File: src/rtl/shifter.sv
// ----------------------------------------------------------------------------
// shifter -- registered 32-bit barrel shifter with carry-out
//
// Computes LSL / LSR / ASR / ROR of Operand by Amount through a 5-stage
// logarithmic shifter and registers the result. This gives one cycle of
// latency with no combinational path from inputs to outputs, so Cout can be
// fed straight back into CIn.
//
// Ports:
//   Clk      in   1   rising-edge clock
//   Reset_n  in   1   synchronous active-low reset (Out=0, Cout=0)
//   Out      out  32  registered shift result
//   Cout     out  1   registered shifter carry-out
//   Operand  in   32  value to shift
//   Amount   in   5   shift amount 0..31
//   CIn      in   1   current carry flag (pass-through, RRX, zero shifts)
//   EN       in   1   1 = shift, 0 = pass Operand/CIn unchanged
//   STA      in   1   amount source: 0 = immediate, 1 = register
//   IR       in   2   shift type: 00 LSL, 01 LSR, 10 ASR, 11 ROR
//
// Configuration:
//   SHIFTER_RRX_EN  defined   -> immediate ROR #0 performs RRX
//                   undefined -> immediate ROR #0 passes Operand/CIn
// ----------------------------------------------------------------------------
module shifter (
    input  logic        Clk,
    input  logic        Reset_n,
    output logic [31:0] Out,
    output logic        Cout,
    input  logic [31:0] Operand,
    input  logic [4:0]  Amount,
    input  logic        CIn,
    input  logic        EN,
    input  logic        STA,
    input  logic [1:0]  IR
);

    typedef enum logic [1:0] {
        SH_LSL = 2'b00,
        SH_LSR = 2'b01,
        SH_ASR = 2'b10,
        SH_ROR = 2'b11
    } shift_t;

    shift_t op;
    assign op = shift_t'(IR);

    function automatic logic [31:0] bit_rev(input logic [31:0] v);
        logic [31:0] r;
        r = '0;
        for (int unsigned i = 0; i < 32; i++) begin
            r[i] = v[31 - i];
        end
        return r;
    endfunction

    // All shift types run through one right-shifting datapath. LSL is done
    // by bit-reversing the operand on the way in and the result on the way
    // out. The guard bit follows the last bit shifted out, so after the final
    // stage it holds Operand[n-1] (or Operand[32-n] for LSL).
    logic [31:0] stg_d [0:5];
    logic        stg_g [0:5];
    logic        sign;

    assign sign     = Operand[31];
    assign stg_d[0] = (op == SH_LSL) ? bit_rev(Operand) : Operand;
    assign stg_g[0] = 1'b0;

    for (genvar k = 0; k < 5; k++) begin : g_stage
        localparam int unsigned S = 1 << k;
        logic [31:0] shifted;
        logic [31:0] fill;

        assign shifted = stg_d[k] >> S;
        assign fill    = (op == SH_ROR)         ? (stg_d[k] << (32 - S)) :
                         ((op == SH_ASR) && sign) ? ~(32'hFFFF_FFFF >> S) :
                                                  '0;
        assign stg_d[k+1] = Amount[k] ? (shifted | fill) : stg_d[k];
        assign stg_g[k+1] = Amount[k] ? stg_d[k][S-1]   : stg_g[k];
    end

    logic [31:0] shift_out;
    logic        shift_cout;

    assign shift_out  = (op == SH_LSL) ? bit_rev(stg_d[5]) : stg_d[5];
    assign shift_cout = stg_g[5];

    logic [31:0] nxt_out;
    logic        nxt_cout;

    always_comb begin
        nxt_out  = Operand;
        nxt_cout = CIn;
        if (EN) begin
            if (Amount != 5'd0) begin
                nxt_out  = shift_out;
                nxt_cout = shift_cout;
            end else if (!STA) begin
                // Immediate #0 encodes LSR #32, ASR #32 and (optionally) RRX.
                unique case (op)
                    SH_LSR: begin
                        nxt_out  = '0;
                        nxt_cout = sign;
                    end
                    SH_ASR: begin
                        nxt_out  = {32{sign}};
                        nxt_cout = sign;
                    end
                    SH_ROR: begin
`ifdef SHIFTER_RRX_EN
                        nxt_out  = {CIn, Operand[31:1]};
                        nxt_cout = Operand[0];
`else
                        nxt_out  = Operand;
                        nxt_cout = CIn;
`endif
                    end
                    default: begin
                        nxt_out  = Operand;
                        nxt_cout = CIn;
                    end
                endcase
            end
        end
    end

    always_ff @(posedge Clk) begin
        if (!Reset_n) begin
            Out  <= '0;
            Cout <= 1'b0;
        end else begin
            Out  <= nxt_out;
            Cout <= nxt_cout;
        end
    end

endmodule

File: config.mk
export PLATFORM = sky130hd
export DESIGN_NAME = shifter
export DESIGN_NICKNAME = d
export VERILOG_FILES = /design/src/rtl/shifter.sv
export SDC_FILE = /design/constraint.sdc
export NUM_CORES = 1
export LEC_CHECK = 0
export CORE_MARGIN = 5
export CORE_UTILIZATION = 30
export DETAILED_ROUTE_END_ITERATION = 16
export DONT_BUFFER_PORTS = 1
export PLACE_DENSITY_LB_ADDON = 0.15
export SYNTH_ARGS = -nofsm -noshare
export SYNTH_HDL_FRONTEND = slang
export SYNTH_SLANG_ARGS = --single-unit
File: constraint.sdc
create_clock -name Clk -period 3.8 [get_ports Clk]
set_clock_uncertainty 0.2 [all_clocks]
set_input_delay 1.14 -clock Clk [delete_from_list [all_inputs] [get_ports Clk]]
set_output_delay 1.14 -clock Clk [all_outputs]
set_load 0.005 [all_outputs]
==> impl_results.md, run 1 <==
- DRC viols: 0
- Place WS: -0.343 ns
- RSZ-0062 raised after global routing: yes
- Global route overflow: 0
- Fin crit period: about 3.8 ns
- Startpoint Class: primary input
- Mapped Avg Cell Area: 7.61 um2
- DP Cell Count: 967
- Worst-path cell chain: inv_2, ha_4, buf_4, mux2i_2, o22ai_1, buf_4, o22ai_1, buf_4, a221oi_4, nand3_1, o311ai_0, nor3_1, a221oi_2
- Top cell type by total area after synthesis: dfxtp_1
- Crit-path most repeated cell: buf_4
- Commonest cells in the netlist: 64 x nor2_1, 62 x nand2_1, 47 x o22ai_1, 36 x a21oi_1, 36 x clkbuf_1
- Relative slew slack: 37.0%
- Worst-path fanout max: 12
- Routed len/inst: ~29 um
- Crit path buf inv count: 4
- Initial Util: between 30 and 40%
- CTS Hold Buffers Added: 0
- Die Y: ~140 um
- Post-DP HPWL: between 20000 and 25000 um
- Net Count, Synth: 716
- EDFF count, synth: 0
- IR drop worst, VDD: 0.203 mV
- Max-slew violations: 0
- Antenna violations before repair: 1
- Layout cells sized above 1: roughly 34%
- Final setup fails: 0
- Slowest stage cell, crit path: a221oi_4
- Delay-heaviest family, CP: compound AO/OA/AOI/OAI gates
- #FFs+latches synth: 33
- Seq/Total Area, Yosys: approximately an eighth
- Cell Area, Synth: 5080 um2
- Main flop type after synthesis: dfxtp_1
- First-iteration detailed-routing DRC count: about 650
- Ys async rst share: 0%
- Crit. Startpoint: IR[1]
- CP max stage delay: roughly 0.46 ns
- Max Clock Freq: between 200 and 300 MHz
- Router iterations before antenna repair: 5
- Worst Tran Pin Value: approximately 0.94 ns
- Die width: 140 um
- Root buffer cell: clkbuf_16
- Core ar.: about 17000 um2
- Via count: around 6.5k
- Fin. Hold Viols: 0
- Synth area leaders: dfxtp_1 13%, mux4_2 10%, mux2_2 7.8%
- Post-route insts no fill: 986
- Site Rows: 47
- Slack of the critical path: 0.00578 ns
- Post-route ant nets: 0
- # clock sinks: 33
- Status: complete, no violations
- Largest net degree at the start of global routing: 45
- Layout area overhead: 29.5%
- Worst-path clk slew: around 0.060 ns
- Warning count from the yosys run: 0
- Yosys top cell area share: about an eighth
- Critical path class: primary input to flop
- Critical path arrival: between 3 and 4 ns
- IO Count: 77
- Vias per cell: about 6.5
- Post-DP Area: 6200 um2
- Num CTS Buffers: 5
- FILL cells: approximately 1.8k
- Setup crit end kind: flop
- Worst Path Required: approximately 3.8 ns
- Pleak: about 2.6 nW
- Design Power: 1.79 mW
- GRT Overall Usage: between 20% and 30%
- First-pass GRT wire length: slightly above 40000 um
- PwrDens: about 270 nW/um2
- Vias in the first global route: approximately 6k
- WHS: 0.752 ns
- PortBufs: 0
- Final Cell Area: about 6600 um2
- Type of the tightest min-delay check: primary input to flop
- Die ar.: between 15000 and 20000 um2
- Final period util: ~100%
- Hold path start: EN
- Most common cell in the synthesized netlist: nor2_1
- Post-synth cell types: 75
- Antenna diodes: 0
- Routability congestion estimate: 1.00
- Wirelength, routed: 28300 um
- CTS tree: done
- Max-Cap Viols: 0
- Mapped Cells: roughly 670
- H-tree depth: 2
- Max Root-Sink Buffers: 2
- Final #Nets: slightly above 800
-- metrics by stage --
step / utilization (%) / TNS (ns)
final: 39.7 / 0
after global routing: 39.7 / -0.235
after CTS: 38.4 / 0
after detailed placement: 37.4 / -6.32
after global placement: 37.4 / -6.11
after floorplan: - / 0
-- area by class of cell --
type | count | area [um2] | share of cell area, %
multi-input combinational | 560 | 4260 | 64.7
timing repair buffer | 149 | 1180 | 18.0
inverter | 16 | 62.6 | 0.951
clock inverter | 3 | 17.5 | 0.266
tap | 220 | 275 | 4.18
clock buffer | 5 | 125 | 1.90
sequential | 33 | 661 | 10.0
-- routing by layer --
layer	vias to the layer above	GRT usage, %	wire, um
met2	350	44.6	12900
met4	0	12.0	1470
met5	-	0	0
li1	2829	-	-
met1	3201	34.5	11600
met3	75	5.59	2350
-- repair_timing --
item,CTS,global route
setup buffers,0,11
endpoints found under the setup margin,4,26
gates cloned,0,0
pin swaps,0,8
resized for setup,4,26
-- power breakdown --
part	switching, mW	internal (mW)	total [mW]
clock	0.163	0.240	0.403
combinational	0.523	0.454	0.978
sequential	0.0206	0.386	0.407
-- worst paths after layout --
check	to	slack, ns	cells past startpoint
worst max-delay path	Out[14]	0.006	13
worst min-delay path	Out[19]	0.75	1
-- cell families (layout without fill, tap and decap cells) --
family / count (synthesis) / in the layout / synth area share (%)
AO/OA/AOI/OAI: 262 / 262 / 36.5
adder cells (fa/ha/maj): 4 / 4 / 0.985
multiplexers: 87 / 87 / 24.2
AND/OR/NAND/NOR: 207 / 207 / 18.5
buffers and inverters: 75 / 173 / 6.82
flip-flops: 33 / 33 / 13.0
-- placed cells by master, fill, tap and decap left out, types with 4 or more instances in the layout --
master	synthesis	routed
inv_1	13	11
a2bb2oi_1	4	4
mux2_2	35	31
buf_4	2	144
or2_2	5	5
mux2i_1	23	21
a211oi_1	16	14
a311o_1	4	4
mux2_4	5	9
nand2b_1	7	7
o221ai_1	4	4
buf_12	0	5
a31o_2	4	4
and2_1	9	9
clkbuf_16	0	5
o2bb2ai_1	4	4
o22ai_1	47	42
nor3_1	22	20
nor2_1	64	63
nand2_1	62	62
a31oi_1	12	10
a211o_1	5	5
o211ai_1	21	21
a21oi_1	36	34
a22oi_1	7	7
o32a_1	6	6
nand3_1	19	19
o22a_1	7	7
o22ai_2	0	5
and3_1	4	4
dfxtp_1	33	33
o21ai_0	35	35
mux4_2	23	23
-- state kept, by name, summed over array words and instances, names as in the netlist --
signal  cells
Out        32
Cout        1
Power figures use the tool's default switching activity.
==> run 2: changes to the inputs <==
CELL_PAD_IN_SITES_DETAIL_PLACEMENT = 1   (was default)
CELL_PAD_IN_SITES_GLOBAL_PLACEMENT = 1   (was default)
==> run 2 against run 1 <==
The run now ends with negative setup slack left. Via count is 1.6% higher. Clock power is 24% higher. Utilization decreased by 0.36 points. Cell area is 0.91% lower. Sequential cell count unchanged. Cell count fell by 1.6%. Non-clock buffer count shrank 18. Sequential power about the same. Sequential share of layout area is 0.092 points higher. Worst setup slack worse by 0.026 ns. Fmax decreased by 0.69%. Critical endpoint is now Out[18]. Largest power group unchanged.
==> impl_results.md, run 2 (same netlist as run 1, synthesis figures left out) <==
- Status: complete, but fails checks
- Failing checks: negative setup slack
- Critical path class: primary input to flop
- WHS: around 0.75 ns
- Max FFs per register: 32
- Slowest stage cell, crit path: mux4_2
- Startpoint Class: primary input
- Fin. Hold Viols: 0
- Post-route ant nets: 0
- Antenna violations before repair: 1
- Largest net degree at the start of global routing: 45
- Final setup fails: 2
- Final Cell Area: roughly 6500 um2
- Crit. Startpoint: IR[1]
- Layout cells sized above 1: ~33%
- Largest regs: Out x32, Cout x1
- First-pass GRT wire length: roughly 44000 um
- Vias in the first global route: roughly 6.5k
- Routability congestion estimate: 1.02
- Critical path arrival: ~3.8 ns
- Final period util: 101%
- Worst-path fanout max: 5
- CTS Hold Buffers Added: 0
- Worst-path cell chain: inv_12, ha_4, buf_12, buf_6, mux2_4, mux2_4, o22a_1, mux4_2, or2_1, a32oi_2, nand4_1, a32o_1
- Worst Tran Pin Value: 1.06 ns
- Worst-path clk slew: ~0.060 ns
- Vias per cell: around 6.8
- Site Rows: 47
- Num CTS Buffers: 5
- Die width: 140 um
- Fin Setup TNS: -0.0268 ns
- CTS tree: done
- Wirelength, routed: roughly 30000 um
- # clock sinks: 33
- Hold Path Depth: 1
- Layout Utilization: around 39%
- DRC viols: 0
- Global route overflow: 0
- Fin crit period: around 3.8 ns
- Max Clock Freq: 262 MHz
- Routed len/inst: around 31 um
- Via count: between 6k and 7k
- Post-DP HPWL: roughly 23000 um
- Relative slew slack: a little under 30%
- Crit-path most repeated cell: mux2_4
- IO Count: between 70 and 80
- Initial Util: roughly 31%
- Type of the tightest min-delay check: primary input to flop
- Worst setup endpoint: Out[18]
- Max-Cap Viols: 0
- Setup crit end kind: flop
- Most frequent cells in the layout: 123 x buf_4, 63 x nor2_1, 62 x nand2_1
- CP max stage delay: 0.55 ns
- Router iterations before antenna repair: 5
- Worst Path Required: about 3.8 ns
- Pleak: between 2 and 3 nW
- Die Y: around 140 um
- Place WS: -0.430 ns
- PwrDens: roughly 290 nW/um2
- IR drop worst, VDD: between 0.15 and 0.2 mV
- RSZ-0062 raised after global routing: yes
- Commonest non-fill, non-tap cell in the layout: buf_4
- First-iteration detailed-routing DRC count: about 610
- Max Root-Sink Buffers: 2
- Slack of the critical path: -0.0207 ns
- PortBufs: 0
- Final #Nets: approximately 800
- Layout area overhead: 28.3%
- Die ar.: ~20000 um2
- Core ar.: approximately 17000 um2
- H-tree depth: 2
- Biggest register: Out
- Max-slew violations: 0
- Root buffer cell: clkbuf_16
- Post-DP Area: 6000 um2
- GRT Overall Usage: between 20% and 30%
[run 2: layout make-up]
| type | count | area [um2] |
|---|---|---|
| fill | 2021 | 10100 |
| multi-input combinational | 560 | 4270 |
| timing repair buffer | 131 | 1050 |
| clock inverter | 1 | 30.0 |
| tap | 220 | 275 |
| sequential | 33 | 661 |
| clock buffer | 7 | 143 |
| antenna | 2 | 5.00 |
| inverter | 16 | 85.1 |
[run 2: per-stage QoR]
stage          total power, mW  instances
4_1_cts                   1.82        963
6_report                  1.88        970
3_5_place_dp              1.31        945
2_1_floorplan            0.966        668
3_3_place_gp              1.29        945
5_1_grt                   1.95        968
[run 2: critical path, delay by kind of cell]
kind	cells	cell delay [ns]
muxes	3	1.12
AOI/OAI and AO/OA	3	0.74
and+or+nand+nor	2	0.37
buffers and inverters	3	0.28
adders and majority gates	1	0.15
[run 2: worst min-delay path by stage]
stage,start,end,slack (ns)
2_1_floorplan,Operand[17],Out[17],1.07
3_3_place_gp,EN,Out[19],1.04
3_5_place_dp,EN,Out[19],1.05
4_1_cts,EN,Out[19],0.74
5_1_grt,EN,Out[19],0.75
6_report,EN,Out[19],0.75
[run 2: layer usage]
layer | wire length [um] | global-route usage, % | up-vias
met1 | 12500 | 39.3 | 3322
met5 | 0 | 0 | -
met3 | 2520 | 4.02 | 82
met2 | 13600 | 47.6 | 358
met4 | 1520 | 11.7 | 0
li1 | - | - | 2795
[run 2: what timing repair did]
| item | in CTS | in global routing |
|---|---|---|
| resized for setup | 4 | 40 |
| endpoints found under the hold margin | 0 | 0 |
| pin swaps | 2 | 12 |
| setup buffers | 10 | 5 |
| endpoints found under the setup margin | 7 | 27 |
[run 2: where the power goes]
group	total, mW	internal [mW]	switching (mW)
clock	0.499	0.328	0.171
sequential	0.409	0.386	0.0234
combinational	0.972	0.440	0.531
==> RTL edit (flow settings as in run 2) <==
Make the reset (`Reset_n`) asynchronous in one clocked block. Comments in the files are not updated.
--- a/src/rtl/shifter.sv
+++ b/src/rtl/shifter.sv
@@ -124,7 +124,7 @@
         end
     end
 
-    always_ff @(posedge Clk) begin
+    always_ff @(posedge Clk or negedge Reset_n) begin
         if (!Reset_n) begin
             Out  <= '0;
             Cout <= 1'b0;
Formal check against the unedited RTL: differs if Reset_n is asserted again (counterexample within 4 cycles, from zero or initial values and one cycle with Reset_n low); with Reset_n held inactive, the same outputs for 10 cycles.
==> RTL edit against run 2 <==
- sequential power rose by 3%
- critical endpoint is now Out[18]
- combinational power fell by 21%
- count of clock-buffer cells in the layout fell by 1
- largest cell class unchanged
- area after synthesis fell by 9.0%
- cell count fell by 15%
- sequential cell count did not move
- cell area fell by 16%
- routed wire length fell by 20%
- worst setup slack improved by 0.064 ns
- worst hold slack got worse by 0.40 ns
- power fell by 11%
==> RTL edit: results (changes against run 2) <==
| Metric | Value |
|---|---|
| Status | `finished, final reports clean` |
| First-pass iteration count of the detailed router | `5 (unchanged)` |
| Static Leakage | `2.14 nW (-15%)` |
| Post-synthesis sequential area ratio | `17.9% (+4.9 points)` |
| Dominant cells by area after synthesis | `dfrtp_1 (18%), mux4_2 (9.3%), mux2i_1 (7.6%)` |
| Most frequent cells after synthesis | `o21ai_0 (59), nor2_1 (51), nand2_1 (49)` |
| Total CTS buffers | `5 (unchanged)` |
| Largest registers | `Out (32), Cout (1)` |
| Post-CTS Setup Repair Bufs | `0 (-10)` |
| Fill cells | `1828 (-9.5%)` |
| Vias in the first global route | `5442 (-17%)` |
| Ys async rst share | `100% (+100 points)` |
| Overall Global Routing Usage | `26.0% (-3.4 points)` |
| VDD IR max | `0.200 mV (+4.4%)` |
| Global-route wire length before repair | `35400 um (-19%)` |
| Critical Path AT | `3.74 ns (-0.07 ns)` |
| N_diodes | `0 (-2)` |
| Gpl congestion | `0.967 (-4.9%)` |
| Synth Area in Adders | `1.08% (+0.098 points)` |
| Synth cell types | `61 (-19%)` |
| Mux cell area share after synthesis | `24.9% (+0.65 points)` |
| Avg WL per Cell | `29.2 um (-6.0%)` |
| Worst hold path class | `in -> async` |
| Placed cell area | `5320 sq um (-11%)` |
| DR vias | `5506 (-16%)` |
| Post-cts sizing count | `0 (-4)` |
| Layout net count | `681 (-14%)` |
| Largest net degree at the start of global routing | `41 (-8.9%)` |
| Critical Path Fanout Max | `22 (+17)` |
| Clock Tree Buf Depth | `2 (unchanged)` |
| H-tree depth | `2 (unchanged)` |
| Port bufs | `0 (unchanged)` |
| Worst slew pin tran | `0.676 ns (-0.380 ns)` |
| Synth Net Count | `635 (-11%)` |
| Post-synthesis xor/xnor area fraction | `0% (unchanged)` |
| Dpl hpwl | `19200 um (-18%)` |
| Detailed router's first-iteration violation count | `555 (-9.2%)` |
| Yosys warns | `0 (unchanged)` |
| Pre-CTS setup slack | `-0.167 ns (+0.263 ns)` |
| Synth Area in Compound Gates | `33.8% (-2.7 points)` |
| Share of layout cells above drive strength 1 | `24.6% (-8.1 points)` |
RTL edit: routing by layer:
metal | part of all wire (%) | track usage (%) | wire (um)
met3 | 8.4 | 5.70 | 2020
met5 | 0.054 | 0 | 13
met2 | 48 | 43.4 | 11400
met1 | 41 | 33.5 | 9780
met4 | 3.2 | 8.14 | 766
RTL edit: cell families after synthesis:
group                      after synthesis
AOI/OAI and AO/OA                      239
adders and majority gates                4
buffers and inverters                   66
DFF                                     33
muxes                                   87
and+or+nand+nor                        158
RTL edit: power by group:
group	internal [mW]	switching (mW)	total [mW]
clock	0.327	0.154	0.481
combinational	0.330	0.435	0.766
sequential	0.396	0.0241	0.420
RTL edit: per-stage QoR:
stage          setup TNS, ns  instances  util (%)  total power [mW]
2_1_floorplan              0        587         -             0.879
3_3_place_gp          -0.981        814      35.1              1.17
3_5_place_dp           -2.24        814      35.1              1.17
4_1_cts                    0        822      36.3              1.66
5_1_grt                    0        822      36.3              1.73
6_report                   0        822      36.3              1.67
RTL edit: critical path, stage by stage:
cell and delay, ns:
inv_1 0.09, ha_1 0.22, buf_12 0.20, mux2i_1 0.12
buf_4 0.15, mux4_2 0.52, a222oi_1 0.54, o21ai_1 0.18
a22o_1 0.31, a221oi_2 0.26
RTL edit: cell type report:
type	count	area [sq um]	area share, %
sequential	33	826	15.0
multi-input combinational	488	3490	63.4
clock inverter	2	37.5	0.683
timing repair buffer	91	721	13.1
tap	188	235	4.28
inverter	14	52.6	0.956
clock buffer	6	139	2.53
RTL edit: path summary, 6_finish.rpt:
kind | from | endpoint | slack (ns) | cells after the start
min in group Clk | Operand[31] | Out[31] | 0.80 | 1
min | Reset_n | Out[3] | 0.34 | 0
max | IR[0] | Out[18] | 0.04 | 10
max in group asynchronous | Reset_n | Out[14] | 2.97 | 0
